$ cat config.mk
export PLATFORM = sky130hd
export DESIGN_NAME = fdtd_hy_sweep_ctrl
export DESIGN_NICKNAME = d
export VERILOG_FILES = /design/src/rtl/fdtd_pkg.sv /design/src/rtl/fdtd_tag_pipe.sv /design/src/rtl/fdtd_hy_sweep_ctrl.sv
export SDC_FILE = /design/constraint.sdc
export NUM_CORES = 1
export LEC_CHECK = 0
export CAP_MARGIN = 40
export CORE_MARGIN = 4
export CORE_UTILIZATION = 35
export CTS_BUF_LIST = sky130_fd_sc_hd__clkbuf_2 sky130_fd_sc_hd__clkbuf_4 sky130_fd_sc_hd__clkbuf_8
export CTS_CLUSTER_DIAMETER = 200
export DETAILED_ROUTE_END_ITERATION = 6
export SLEW_MARGIN = 20
export SYNTH_ARGS = -nofsm -noshare
export SYNTH_HDL_FRONTEND = slang
export SYNTH_SLANG_ARGS = --single-unit
$ cat constraint.sdc
create_clock -name CLK -period 4.8 [get_ports CLK]
set_input_delay 0.48 -clock CLK [delete_from_list [all_inputs] [get_ports CLK]]
set_output_delay 0.48 -clock CLK [all_outputs]
set_load 0.05 [all_outputs]
$ cat src/rtl/fdtd_pkg.sv
// Shared types for the FDTD field-update sweep controllers.
// Tag entries carry a valid bit and the Ez read index that produced them.
package fdtd_pkg;

    localparam int FDTD_ADDR_W = 10;

    typedef enum logic [1:0] {
        IDLE,
        ISSUE,
        DRAIN,
        DONE
    } fdtd_sweep_st_e;

    typedef struct packed {
        logic                   valid;
        logic [FDTD_ADDR_W-1:0] idx;
    } fdtd_tag_t;

    localparam fdtd_tag_t FDTD_TAG_NONE = '{valid: 1'b0, idx: '0};

endpackage

$ cat src/rtl/fdtd_tag_pipe.sv
// Enabled shift register of fdtd_tag_t entries shadowing a fixed-latency datapath.
// occupied reports whether any stage still holds a valid tag.
module fdtd_tag_pipe
    import fdtd_pkg::*;
#(
    parameter int DEPTH = 6
) (
    input  logic      clk,
    input  logic      rst,
    input  logic      enable,
    input  fdtd_tag_t push_tag,
    output fdtd_tag_t pop_tag,
    output logic      occupied
);

    fdtd_tag_t stage [DEPTH];

    always_ff @(posedge clk or posedge rst) begin
        if (rst) begin
            for (int i = 0; i < DEPTH; i++) begin
                stage[i] <= FDTD_TAG_NONE;
            end
        end else if (enable) begin
            stage[0] <= push_tag;
            for (int i = 1; i < DEPTH; i++) begin
                stage[i] <= stage[i-1];
            end
        end
    end

    assign pop_tag = stage[DEPTH-1];

    always_comb begin
        occupied = 1'b0;
        for (int i = 0; i < DEPTH; i++) begin
            occupied = occupied | stage[i].valid;
        end
    end

endmodule

$ cat src/rtl/fdtd_hy_sweep_ctrl.sv
// Hy update sweep sequencer: Ez/Hy reads, calc clken, tag tracking, Hy write-back.
// Define FDTD_HY_PEC_EN to force the last cell's write data to zero (PEC wall).
module fdtd_hy_sweep_ctrl
    import fdtd_pkg::*;
#(
    parameter int FDTD_DATA_WIDTH = 32,
    parameter int ADDR_W          = FDTD_ADDR_W,
    parameter int MEM_RD_LAT      = 1,
    parameter int CALC_LATENCY    = 5,
    parameter int HY_SKEW         = 2
) (
    input  logic                       CLK,
    input  logic                       RST,
    input  logic                       start_i,
    input  logic [ADDR_W-1:0]          n_cells_i,
    input  logic                       hold_i,
    output logic                       busy_o,
    output logic                       done_o,
    output logic                       ez_rd_en_o,
    output logic [ADDR_W-1:0]          ez_rd_addr_o,
    output logic                       hy_rd_en_o,
    output logic [ADDR_W-1:0]          hy_rd_addr_o,
    output logic                       calc_clken_o,
    input  logic [FDTD_DATA_WIDTH-1:0] hy_n_i,
    output logic                       wr_en_o,
    output logic [ADDR_W-1:0]          wr_addr_o,
    output logic [FDTD_DATA_WIDTH-1:0] wr_data_o
);

    localparam int TAG_DEPTH = MEM_RD_LAT + CALC_LATENCY;
    localparam logic [ADDR_W:0]   K_ONE = {{ADDR_W{1'b0}}, 1'b1};
    localparam logic [ADDR_W-1:0] A_ONE = {{(ADDR_W-1){1'b0}}, 1'b1};

    fdtd_sweep_st_e state, state_nxt;

    logic [ADDR_W:0]   k;
    logic [ADDR_W-1:0] n_cells;
    logic              run;
    logic              issue;
    logic              last_k;
    logic              accept;

    fdtd_tag_t ez_push, hy_push;
    fdtd_tag_t wr_tag, hy_tag;
    logic      calc_busy, hy_busy;

    logic                       wr_vld;
    logic [ADDR_W-1:0]          wr_addr;
    logic [FDTD_DATA_WIDTH-1:0] wr_data;
    logic                       wr_fire;
    logic                       wall;

    assign run    = ~hold_i;
    assign issue  = (state == ISSUE);
    assign last_k = (k == {1'b0, n_cells});
    assign accept = (state == IDLE) && start_i && run;

    always_ff @(posedge CLK or posedge RST) begin
        if (RST) begin
            state <= IDLE;
        end else begin
            state <= state_nxt;
        end
    end

    always_comb begin
        state_nxt = state;
        case (state)
            IDLE: begin
                if (accept) begin
                    state_nxt = (n_cells_i == '0) ? DONE : ISSUE;
                end
            end
            ISSUE: if (run && last_k) state_nxt = DRAIN;
            DRAIN: if (run && !calc_busy && !hy_busy) state_nxt = DONE;
            DONE:  if (run) state_nxt = IDLE;
            default: state_nxt = IDLE;
        endcase
    end

    always_ff @(posedge CLK or posedge RST) begin
        if (RST) begin
            k       <= '0;
            n_cells <= '0;
        end else if (accept) begin
            k       <= '0;
            n_cells <= n_cells_i;
        end else if (run && issue) begin
            k <= k + K_ONE;
        end
    end

    // Hy read for cell k-1 trails Ez read k through its own skew pipe.
    always_comb begin
        ez_push.valid = issue;
        ez_push.idx   = FDTD_ADDR_W'(k);
        hy_push.valid = issue && (k != '0);
        hy_push.idx   = FDTD_ADDR_W'(k - K_ONE);
    end

    fdtd_tag_pipe #(
        .DEPTH(TAG_DEPTH)
    ) u_calc_tags (
        .clk     (CLK),
        .rst     (RST),
        .enable  (run),
        .push_tag(ez_push),
        .pop_tag (wr_tag),
        .occupied(calc_busy)
    );

    fdtd_tag_pipe #(
        .DEPTH(HY_SKEW)
    ) u_hy_skew (
        .clk     (CLK),
        .rst     (RST),
        .enable  (run),
        .push_tag(hy_push),
        .pop_tag (hy_tag),
        .occupied(hy_busy)
    );

    // idx 0 leaves the calc core as the priming sample and is dropped.
    assign wr_fire = wr_tag.valid && (wr_tag.idx != '0);

`ifdef FDTD_HY_PEC_EN
    assign wall = (wr_tag.idx == FDTD_ADDR_W'(n_cells));
`else
    assign wall = 1'b0;
`endif

    always_ff @(posedge CLK or posedge RST) begin
        if (RST) begin
            wr_vld  <= 1'b0;
            wr_addr <= '0;
            wr_data <= '0;
        end else if (run) begin
            wr_vld <= wr_fire;
            if (wr_fire) begin
                wr_addr <= ADDR_W'(wr_tag.idx) - A_ONE;
                wr_data <= wall ? '0 : hy_n_i;
            end
        end
    end

    assign busy_o       = (state != IDLE);
    assign done_o       = (state == DONE) && run;
    assign calc_clken_o = busy_o && run;
    assign ez_rd_en_o   = issue && run;
    assign ez_rd_addr_o = k[ADDR_W-1:0];
    assign hy_rd_en_o   = hy_tag.valid && run;
    assign hy_rd_addr_o = ADDR_W'(hy_tag.idx);
    assign wr_en_o      = wr_vld && run;
    assign wr_addr_o    = wr_addr;
    assign wr_data_o    = wr_data;

endmodule

==> impl_metrics.py, run 1 <==
metrics = {
    "clock_network": {
        "cts_setup_buffers": 0,
        "clock_latency_ns": 0.44,
        "cts_root_buf": "clkbuf_8",
        "clockBufferDepth": 2,
        "cts_hold_buf": 0,
        "cts_num_sinks": 154,
        "htree_num_levels": 4,
        "cts_resized": 0,
        "numCtsBuffers": 17,
        "cts_tree": "built",
        "clk_pin_slew_ns": 0.08,
    },
    "power": {
        "vdd_drop_max_mv": 0.206,
        "switching_share_pct": 39.3,
        "power_uw": 5630,
        "cell_internal_pwr_uw": 3410,
        "power_frac_comb_pct": 45.6,
        "pwr-share-clk_pct": 18.7,
        "power.density_mw_per_mm2": 669,
        "power_frac_seq_pct": 35.7,
        "p_leak_uw": 0.00381,
        "p_sw_uw": 2210,
    },
    "die": {
        "start_util_pct": 35.9,
        "row_count": 50,
        "die_h_um": 147,
        "core-area_sq_mm": 0.0188,
        "die-area_sq_mm": 0.0216,
        "die_w_um": 147,
        "pin_count": 114,
    },
    "logic_synthesis": {
        "syn_inst": 507,
        "synth_largest_area_cell": "dfrtp_1",
        "synth_area_sq_mm": 0.00676,
        "synth-seq-cells": 154,
        "synth_top_flop_cell": "dfrtp_1",
        "synth_commonest_cells": "dfrtp_1 (154), mux2_2 (83), mux2_4 (32)",
        "yosysSeqAreaShare_pct": 57.0,
        "synth_async_sr_flop_share_pct": 100,
        "yosys.area.top_type_share_pct": 57.0,
        "synth_cell_types": 41,
        "synth_edf_count": 0,
        "synthTopCellsByArea": "dfrtp_1 (57%), mux2_2 (14%), mux2_4 (7.1%)",
        "yosys.cell_count.top_type": "dfrtp_1",
        "syn_area_per_cell_sq_um": 13.3,
        "yosysWarnings": 0,
        "syn_nets": 563,
    },
    "timing": {
        "fin_skew_ns": 0.00913,
        "rsz0062_at_grt": "false",
        "hold_viol_final": 0,
        "whs_ns": 0.447,
        "post-route-period-util_pct": 59.1,
        "setup_viol": 0,
        "slew_viol_final": 0,
        "worstMarginPinSlew_ns": 0.854,
        "finalSetupTns_ns": 0,
        "relSlewSlack_pct": 42.6,
        "fin_crit_ns": 2.84,
        "fmax_ghz": 0.352,
    },
    "grt": {
        "grt-ovfl-total": 0,
        "grt_max_degree": 78,
        "grt_usage_pct": 12.6,
        "grt_pass1_wl_um": 22200,
        "antenna_found_initial": 0,
        "grt_pass1_vias": 4220,
    },
    "drt": {
        "wire_per_inst_um": 15.3,
        "antenna_left": 0,
        "dr.pass1.iters": 4,
        "viasPerCell": 4.71,
        "vias": 4086,
        "drt-initial-drc-count": 208,
        "drc": 0,
        "routed_wl_um": 13300,
    },
    "min_path": {
        "hold_class": "input pin to asynchronous set/reset pin",
    },
    "cells_and_area": {
        "layout-drive-gt1-share_pct": 25.8,
        "syn2layout_area_growth_pct": 24.5,
        "post-route-util_pct": 44.7,
        "layout.nets": 652,
        "fill_cells": 1713,
        "final_cells": 868,
        "n_antenna_cell": 0,
    },
    "outcome": {
        "status": "finished clean",
    },
    "placement": {
        "dp_hpwl_um": 9130,
        "gp_congestion": 0.751,
        "io_buffers": 113,
        "dp.cells": 837,
    },
    "setup_path": {
        "crit_arrival_ns": 2.36,
        "end_kind": "primary output",
        "worstSetupStartpointType": "flop",
        "worst-path-max-fanout": 6,
        "cp.required_ns": 4.32,
        "path_class": "flop to primary output",
        "rrSetupSlack_ns": 2.50,
    },
    "job": {
        "maxCapViolCount": 0,
    },
}
-- cell families (layout without fill, tap and decap cells) --
logic type | Yosys count | in the layout | synth area share, %
buffers and inverters | 62 | 163 | 5.07
and+or+nand+nor | 90 | 90 | 6.74
adders and majority gates | 10 | 10 | 1.85
xor gates and xnor gates | 31 | 31 | 4.02
DFF | 154 | 154 | 57.0
muxes | 118 | 118 | 21.4
AOI/OAI and AO/OA | 42 | 42 | 3.89
-- worst max-delay path, cell delays in order (launching register included) --
cell and delay [ns]:
dfrtp_1 0.40, inv_1 0.12, ha_1 0.29, nand2b_1 0.16
inv_1 0.13, clkdlybuf4s50_1 0.82
-- cell usage in the layout (no fill, tap or decap), types with 5 or more instances in the layout --
cell type          n
buf_4              5
nor2b_1            5
clkdlybuf4s50_1  112
clkbuf_8          19
nand4_1            7
xnor2_1           21
nand2_1           21
mux2_4            32
ha_1              10
inv_1             13
xor2_1            10
dfrtp_1          154
clkinv_2           5
nor4_1             7
nand3_1            6
o21ai_0           19
nor2_1            28
mux2_2            83
a21oi_1           12
-- layout make-up --
class	instances	area [sq um]	area share (%)
well taps	260	325	3.87
multi-input cells	291	2560	30.4
repair buffers	118	1190	14.1
inverters	14	57.6	0.684
clock buffers	22	284	3.38
flip-flops and latches	154	3850	45.8
clock inverters	9	145	1.73
-- worst paths after layout --
check | to | cells after the start | start
min in group CLK | wr_vld$_DFFE_PP0N_ | 1 | wr_vld$_DFFE_PP0N_
worst min-delay path | u_calc_tags.pop_tag[10]$_DFFE_PP0N_ | 2 | RST
worst max register to register | wr_data_o[17]$_DFFE_PP0P_ | 5 | u_calc_tags.pop_tag[2]$_DFFE_PP0N_
max in group asynchronous | wr_data_o[18]$_DFFE_PP0P_ | 4 | RST
worst min register to register | wr_vld$_DFFE_PP0N_ | 1 | wr_vld$_DFFE_PP0N_
worst max-delay path | ez_rd_en_o | 5 | state[1]$_DFFE_PP0P_
-- state kept, by name, indices dropped and copies added (netlist names) --
| register | cells |
|---|---|
| u_hy_skew.stage | 11 |
| n_cells | 10 |
| wr_addr_o | 10 |
| wr_vld | 1 |
| u_calc_tags.stage | 55 |
| wr_data_o | 32 |
| u_calc_tags.pop_tag | 11 |
| k | 11 |
| u_hy_skew.pop_tag | 11 |
| state | 2 |
-- per-layer routing --
layer	up-vias	part of all wire (%)	track usage [%]
met5	-	0	0
met4	0	1.3	4.01
met3	15	6.5	4.04
met2	126	43	18.7
met1	2034	49	17.6
li1	1911	-	-
-- power groups by stage --
| stage | registers (uW) | clock network [uW] | logic [uW] |
|---|---|---|---|
| floorplan | 2580 | 0 | 1330 |
| global placement | 2020 | 0 | 2550 |
| detailed placement | 2040 | 0 | 2580 |
| CTS | 2020 | 1090 | 2590 |
| global route | 2070 | 1140 | 2740 |
| finish | 2010 | 1050 | 2560 |
-- metrics by stage --
stage	worst slack [ns]	instance area, sq um
after floorplan	0.170	6760
after global placement	2.13	7960
after detailed placement	2.13	7980
after CTS	1.93	8410
after global routing	1.82	8410
final	1.96	8410
Power figures use the tool's default switching activity.
==> run 2, diff against run 1 <==
- clock period: 4.8 -> 2.9 ns (I/O delays scaled with it)
==> run 2 against run 1 <==
Compared with the run above:
- final area up 0.28%
- critical path depth unchanged
- clock skew is 0.0060 ns higher
- non-clock buffer count grew 5
- largest cell class unchanged
- highest routed layer unchanged
==> impl_metrics.py, run 2 (synthesized netlist as in run 1, its figures left out) <==
metrics = {
    "grt": {
        "grt_pass1_vias": 4210,
        "grt_pass1_wl_um": 22000,
        "antenna_found_initial": 0,
        "grt_util_met2_pct": 18.5,
        "busiest_layer": "met2",
        "gr-usage-met3_pct": 4.16,
        "grt_max_degree": 93,
        "grt-ovfl-total": 0,
        "grt_use_met1_pct": 17.4,
        "grt_usage_pct": 12.5,
    },
    "setup_path": {
        "path_cells": "inv_1 -> ha_1 -> nand2b_1 -> inv_1 -> clkdlybuf4s50_1",
        "end_kind": "primary output",
        "cp.required_ns": 2.61,
        "cpMaxStageDelayCell": "clkdlybuf4s50_1",
        "worstSetupStartpointType": "flop",
        "crit_arrival_ns": 2.37,
        "cp_top_family": "buffers and inverters",
        "crit_top_cell": "inv_1",
        "cp_num_buf_inv": 3,
        "worst-path-max-fanout": 6,
        "path_class": "flop to primary output",
        "crit_path_max_incr_delay_ns": 0.82,
    },
    "cells_and_area": {
        "fill_cells": 1713,
        "final_common_cell": "dfrtp_1",
        "n_antenna_cell": 0,
        "regMostFlops": "u_calc_tags.stage",
        "layout-drive-gt1-share_pct": 26.5,
        "seq_area_sq_mm": 0.00385,
        "multiInputGateArea_sq_mm": 0.00256,
        "mostFrequentLayoutCells": "dfrtp_1 (154), clkdlybuf4s50_1 (112), mux2_2 (83), mux2_4 (32), nor2_1 (28)",
        "largest_reg_flops": 55,
        "layout.nets": 657,
        "syn2layout_area_growth_pct": 24.9,
    },
    "job": {
        "maxCapViolCount": 0,
    },
    "timing": {
        "slew_viol_final": 0,
        "fin_ws_ns": 0.237,
        "worstMarginPinSlew_ns": 0.675,
        "setup_viol": 0,
        "fmax_ghz": 0.376,
        "fin_skew_ns": 0.0152,
        "fin_crit_ns": 2.66,
        "finalSetupTns_ns": 0,
        "relSlewSlack_pct": 55.0,
        "hold_viol_final": 0,
        "post-route-period-util_pct": 91.8,
        "rsz0062_at_grt": "false",
    },
    "placement": {
        "gp_congestion": 0.787,
        "preCtsSetupSlack_ns": 0.649,
        "io_buffers": 113,
        "dp_hpwl_um": 9410,
    },
    "clock_network": {
        "cts_setup_buffers": 0,
        "clock_latency_ns": 0.45,
        "cts_hold_buf": 0,
        "clockBufferDepth": 2,
        "cts_tree": "built",
        "cts_resized": 0,
        "htree_num_levels": 4,
        "cts_num_sinks": 154,
        "cts_root_buf": "clkbuf_8",
        "numCtsBuffers": 17,
        "clk_pin_slew_ns": 0.09,
    },
    "die": {
        "row_count": 50,
        "core-area_sq_mm": 0.0188,
        "die_w_um": 147,
        "die-area_sq_mm": 0.0216,
        "start_util_pct": 35.9,
        "pin_count": 114,
        "die_h_um": 147,
    },
    "power": {
        "power.density_mw_per_mm2": 1090,
        "vdd_drop_max_mv": 0.387,
        "p_leak_uw": 0.00379,
    },
    "outcome": {
        "status": "finished clean",
    },
    "drt": {
        "vias": 4100,
        "routed_wl_um": 13300,
        "drc": 0,
        "drt-initial-drc-count": 223,
        "viasPerCell": 4.69,
        "antenna_left": 0,
        "wire_per_inst_um": 15.3,
        "dr.pass1.iters": 4,
    },
    "min_path": {
        "hold_class": "input pin to asynchronous set/reset pin",
    },
}
[run 2: worst reg2reg max path: cells and delay by family, from the launching register on]
family / cells / cell delay, ns
buffers and inverters: 2 / 0.36
muxes: 1 / 0.30
DFF: 1 / 0.45
and+or+nand+nor: 2 / 0.81
AOI/OAI and AO/OA: 1 / 0.20
[run 2: final cells by class]
| type | instances | area share [%] |
|---|---|---|
| Sequential cell | 154 | 45.7 |
| Multi-Input combinational cell | 291 | 30.3 |
| Timing Repair Buffer | 123 | 14.8 |
| Tap cell | 260 | 3.86 |
| Clock buffer | 20 | 3.26 |
| Clock inverter | 12 | 1.38 |
| Inverter | 14 | 0.667 |
[run 2: path summary, 6_finish.rpt]
check                                                         from                                 to  slack, ns  depth (start not counted)
max in group asynchronous                                      RST  u_calc_tags.stage[42]$_DFFE_PP0N_       1.85                          3
worst min register to register                  wr_vld$_DFFE_PP0N_                 wr_vld$_DFFE_PP0N_       0.48                          1
worst min-delay path                                           RST          wr_data_o[30]$_DFFE_PP0P_       0.13                          2
worst max-delay path                          state[1]$_DFFE_PP0P_                         ez_rd_en_o       0.24                          5
min in group CLK                                            hold_i  u_hy_skew.pop_tag[10]$_DFFE_PP0N_       0.26                          2
worst max register to register  u_calc_tags.pop_tag[2]$_DFFE_PP0N_          wr_data_o[17]$_DFFE_PP0P_       0.66                          6
[run 2: power breakdown]
group	internal [uW]	leakage, uW	switching (uW)
logic	1820	0.00164	2470
clock network	754	0.000184	813
registers	2860	0.00197	479
[run 2: routing by layer]
layer	share of wire, %	vias up
met5	0	-
met4	1.1	0
met3	6.7	12
met2	43	132
met1	49	2039
li1	-	1917
[run 2: per-stage QoR]
stage               hold slack, ns  std cells  area, sq um  utilization, %  total power (uW)
floorplan                    0.438        507         6760               -              6470
global placement             0.461        841         8030            42.6              7620
detailed placement           0.465        842         8040            42.7              7710
CTS                          0.103        874         8440            44.8              9310
global route                 0.124        874         8440            44.8              9710
finish                       0.130        874         8440            44.8              9190
==> run 3, diff against run 2 <==
- CORE_MARGIN: 4 -> 3
- CTS_CLUSTER_SIZE: unset -> 28
==> run 3 against run 2 <==
Compared with the run above:
- combinational power is essentially flat
- power is essentially flat
- setup slack lost 0.012 ns
- sequential cell count is the same
- die area shrank 2.7%
- hold slack gained 0.031 ns
- global-route usage grew 0.42 points
- critical path type unchanged
==> impl_metrics.py, run 3 (synthesized netlist as in run 1, its figures left out) <==
metrics = {
    "outcome": {
        "status": "finished clean",
    },
    "timing": {
        "worstMarginPinSlew_ns": 0.757,
        "finalSetupTns_ns": 0,
        "whs_ns": 0.161,
        "rsz0062_at_grt": "false",
        "post-route-period-util_pct": 92.3,
        "relSlewSlack_pct": 49.1,
        "fin_skew_ns": 0.0117,
        "fin_crit_ns": 2.68,
        "fmax_ghz": 0.374,
        "hold_viol_final": 0,
        "setup_viol": 0,
        "slew_viol_final": 0,
    },
    "cells_and_area": {
        "multiInputGateArea_sq_mm": 0.00256,
        "mostFrequentLayoutCells": "dfrtp_1 (154), clkdlybuf4s50_1 (112), mux2_2 (83), mux2_4 (32), nor2_1 (28)",
        "fill_cells": 1734,
        "largest_reg_flops": 55,
        "post-route-util_pct": 44.7,
        "syn2layout_area_growth_pct": 24.5,
        "seq_area_sq_mm": 0.00385,
        "final_cells": 872,
        "regMostFlops": "u_calc_tags.stage",
        "n_antenna_cell": 0,
        "final_common_cell": "dfrtp_1",
        "layout.nets": 655,
        "layout-drive-gt1-share_pct": 26.3,
    },
    "die": {
        "row_count": 50,
        "die_w_um": 145,
        "core-area_sq_mm": 0.0188,
        "start_util_pct": 35.9,
        "pin_count": 114,
        "die_h_um": 145,
        "die-area_sq_mm": 0.0210,
    },
    "clock_network": {
        "numCtsBuffers": 17,
        "cts_num_sinks": 154,
        "cts_tree": "built",
        "cts_resized": 0,
        "clock_latency_ns": 0.44,
        "cts_setup_buffers": 0,
        "htree_num_levels": 4,
        "clockBufferDepth": 2,
        "clk_pin_slew_ns": 0.09,
        "cts_hold_buf": 0,
        "cts_root_buf": "clkbuf_8",
    },
    "setup_path": {
        "path_class": "flop to primary output",
        "path_cells": "inv_1 -> ha_1 -> nand2b_1 -> inv_1 -> clkdlybuf4s50_1",
        "crit_arrival_ns": 2.39,
        "cp.required_ns": 2.61,
        "worst-path-max-fanout": 6,
        "rr_worst_depth": 5,
        "reg2reg_from": "u_calc_tags.pop_tag[2]$_DFFE_PP0N_",
        "cpMaxStageDelayCell": "clkdlybuf4s50_1",
        "end_kind": "primary output",
        "cp_num_buf_inv": 3,
        "crit_path_max_incr_delay_ns": 0.82,
        "cp_top_family": "buffers and inverters",
        "rrSetupSlack_ns": 0.66,
        "worstReg2RegEnd": "wr_data_o[12]$_DFFE_PP0P_",
        "worstSetupStartpointType": "flop",
        "crit_top_cell": "inv_1",
        "critPathLaunch": "state[1]$_DFFE_PP0P_",
    },
    "placement": {
        "io_buffers": 113,
        "dp_hpwl_um": 9070,
        "dp.cells": 840,
        "gp_congestion": 0.760,
    },
    "grt": {
        "antenna_found_initial": 0,
        "grt_pass1_vias": 4156,
        "grt_pass1_wl_um": 22400,
        "grt-ovfl-total": 0,
        "grt_usage_pct": 13.0,
        "grt_max_degree": 81,
    },
    "drt": {
        "dr_wl_met2_um": 5780,
        "dr.pass1.iters": 6,
        "drt-initial-drc-count": 206,
        "antenna_left": 0,
        "vias": 4062,
        "drc": 0,
        "m1WireLength_um": 6500,
        "routed_wl_um": 13100,
        "viasPerCell": 4.66,
        "wl_met3_um": 732,
        "wire_per_inst_um": 15.0,
        "highest_layer": "met4",
    },
    "job": {
        "maxCapViolCount": 0,
    },
    "power": {
        "p_leak_uw": 0.00376,
        "vdd_drop_max_mv": 0.505,
        "power.density_mw_per_mm2": 1090,
    },
    "min_path": {
        "hold_class": "input pin to asynchronous set/reset pin",
    },
}
## run 3: worst max path at each step
stage | end | slack, ns | cells past startpoint
2_1_floorplan | k[0]$_DFFE_PP0P_ | 0.67 | 1
3_3_place_gp | wr_data_o[5]$_DFFE_PP0P_ | 0.69 | 5
3_5_place_dp | wr_data_o[11]$_DFFE_PP0P_ | 0.65 | 5
4_1_cts | ez_rd_en_o | 0.19 | 5
5_1_grt | ez_rd_en_o | 0.09 | 5
6_report | ez_rd_en_o | 0.22 | 5
## run 3: per-layer routing
metal / GRT usage, % / vias to the layer above
li1: - / 1911
met1: 18.7 / 2022
met2: 18.7 / 120
met3: 4.62 / 9
met4: 3.18 / 0
met5: 0 / -
## run 3: stage by stage
step	area (sq um)	setup slack, ns	total power (uW)
floorplan	6760	0.665	6470
global placement	8010	0.692	7570
detailed placement	8010	0.655	7660
CTS	8410	0.195	9310
global route	8410	0.0942	9710
finish	8410	0.225	9190
## run 3: power breakdown
part	switching [uW]	leakage, uW	total [uW]	internal (uW)
sequential	449	0.00197	3310	2860
combinational	2470	0.00162	4270	1800
clock	807	0.000172	1600	798
## run 3: area by class of cell
type	count	share of cell area [%]
clock buffer	19	3.04
clock inverter	13	1.73
inverter	14	0.670
multi-input combinational	291	30.4
sequential	154	45.8
tap	260	3.87
timing repair buffer	121	14.4
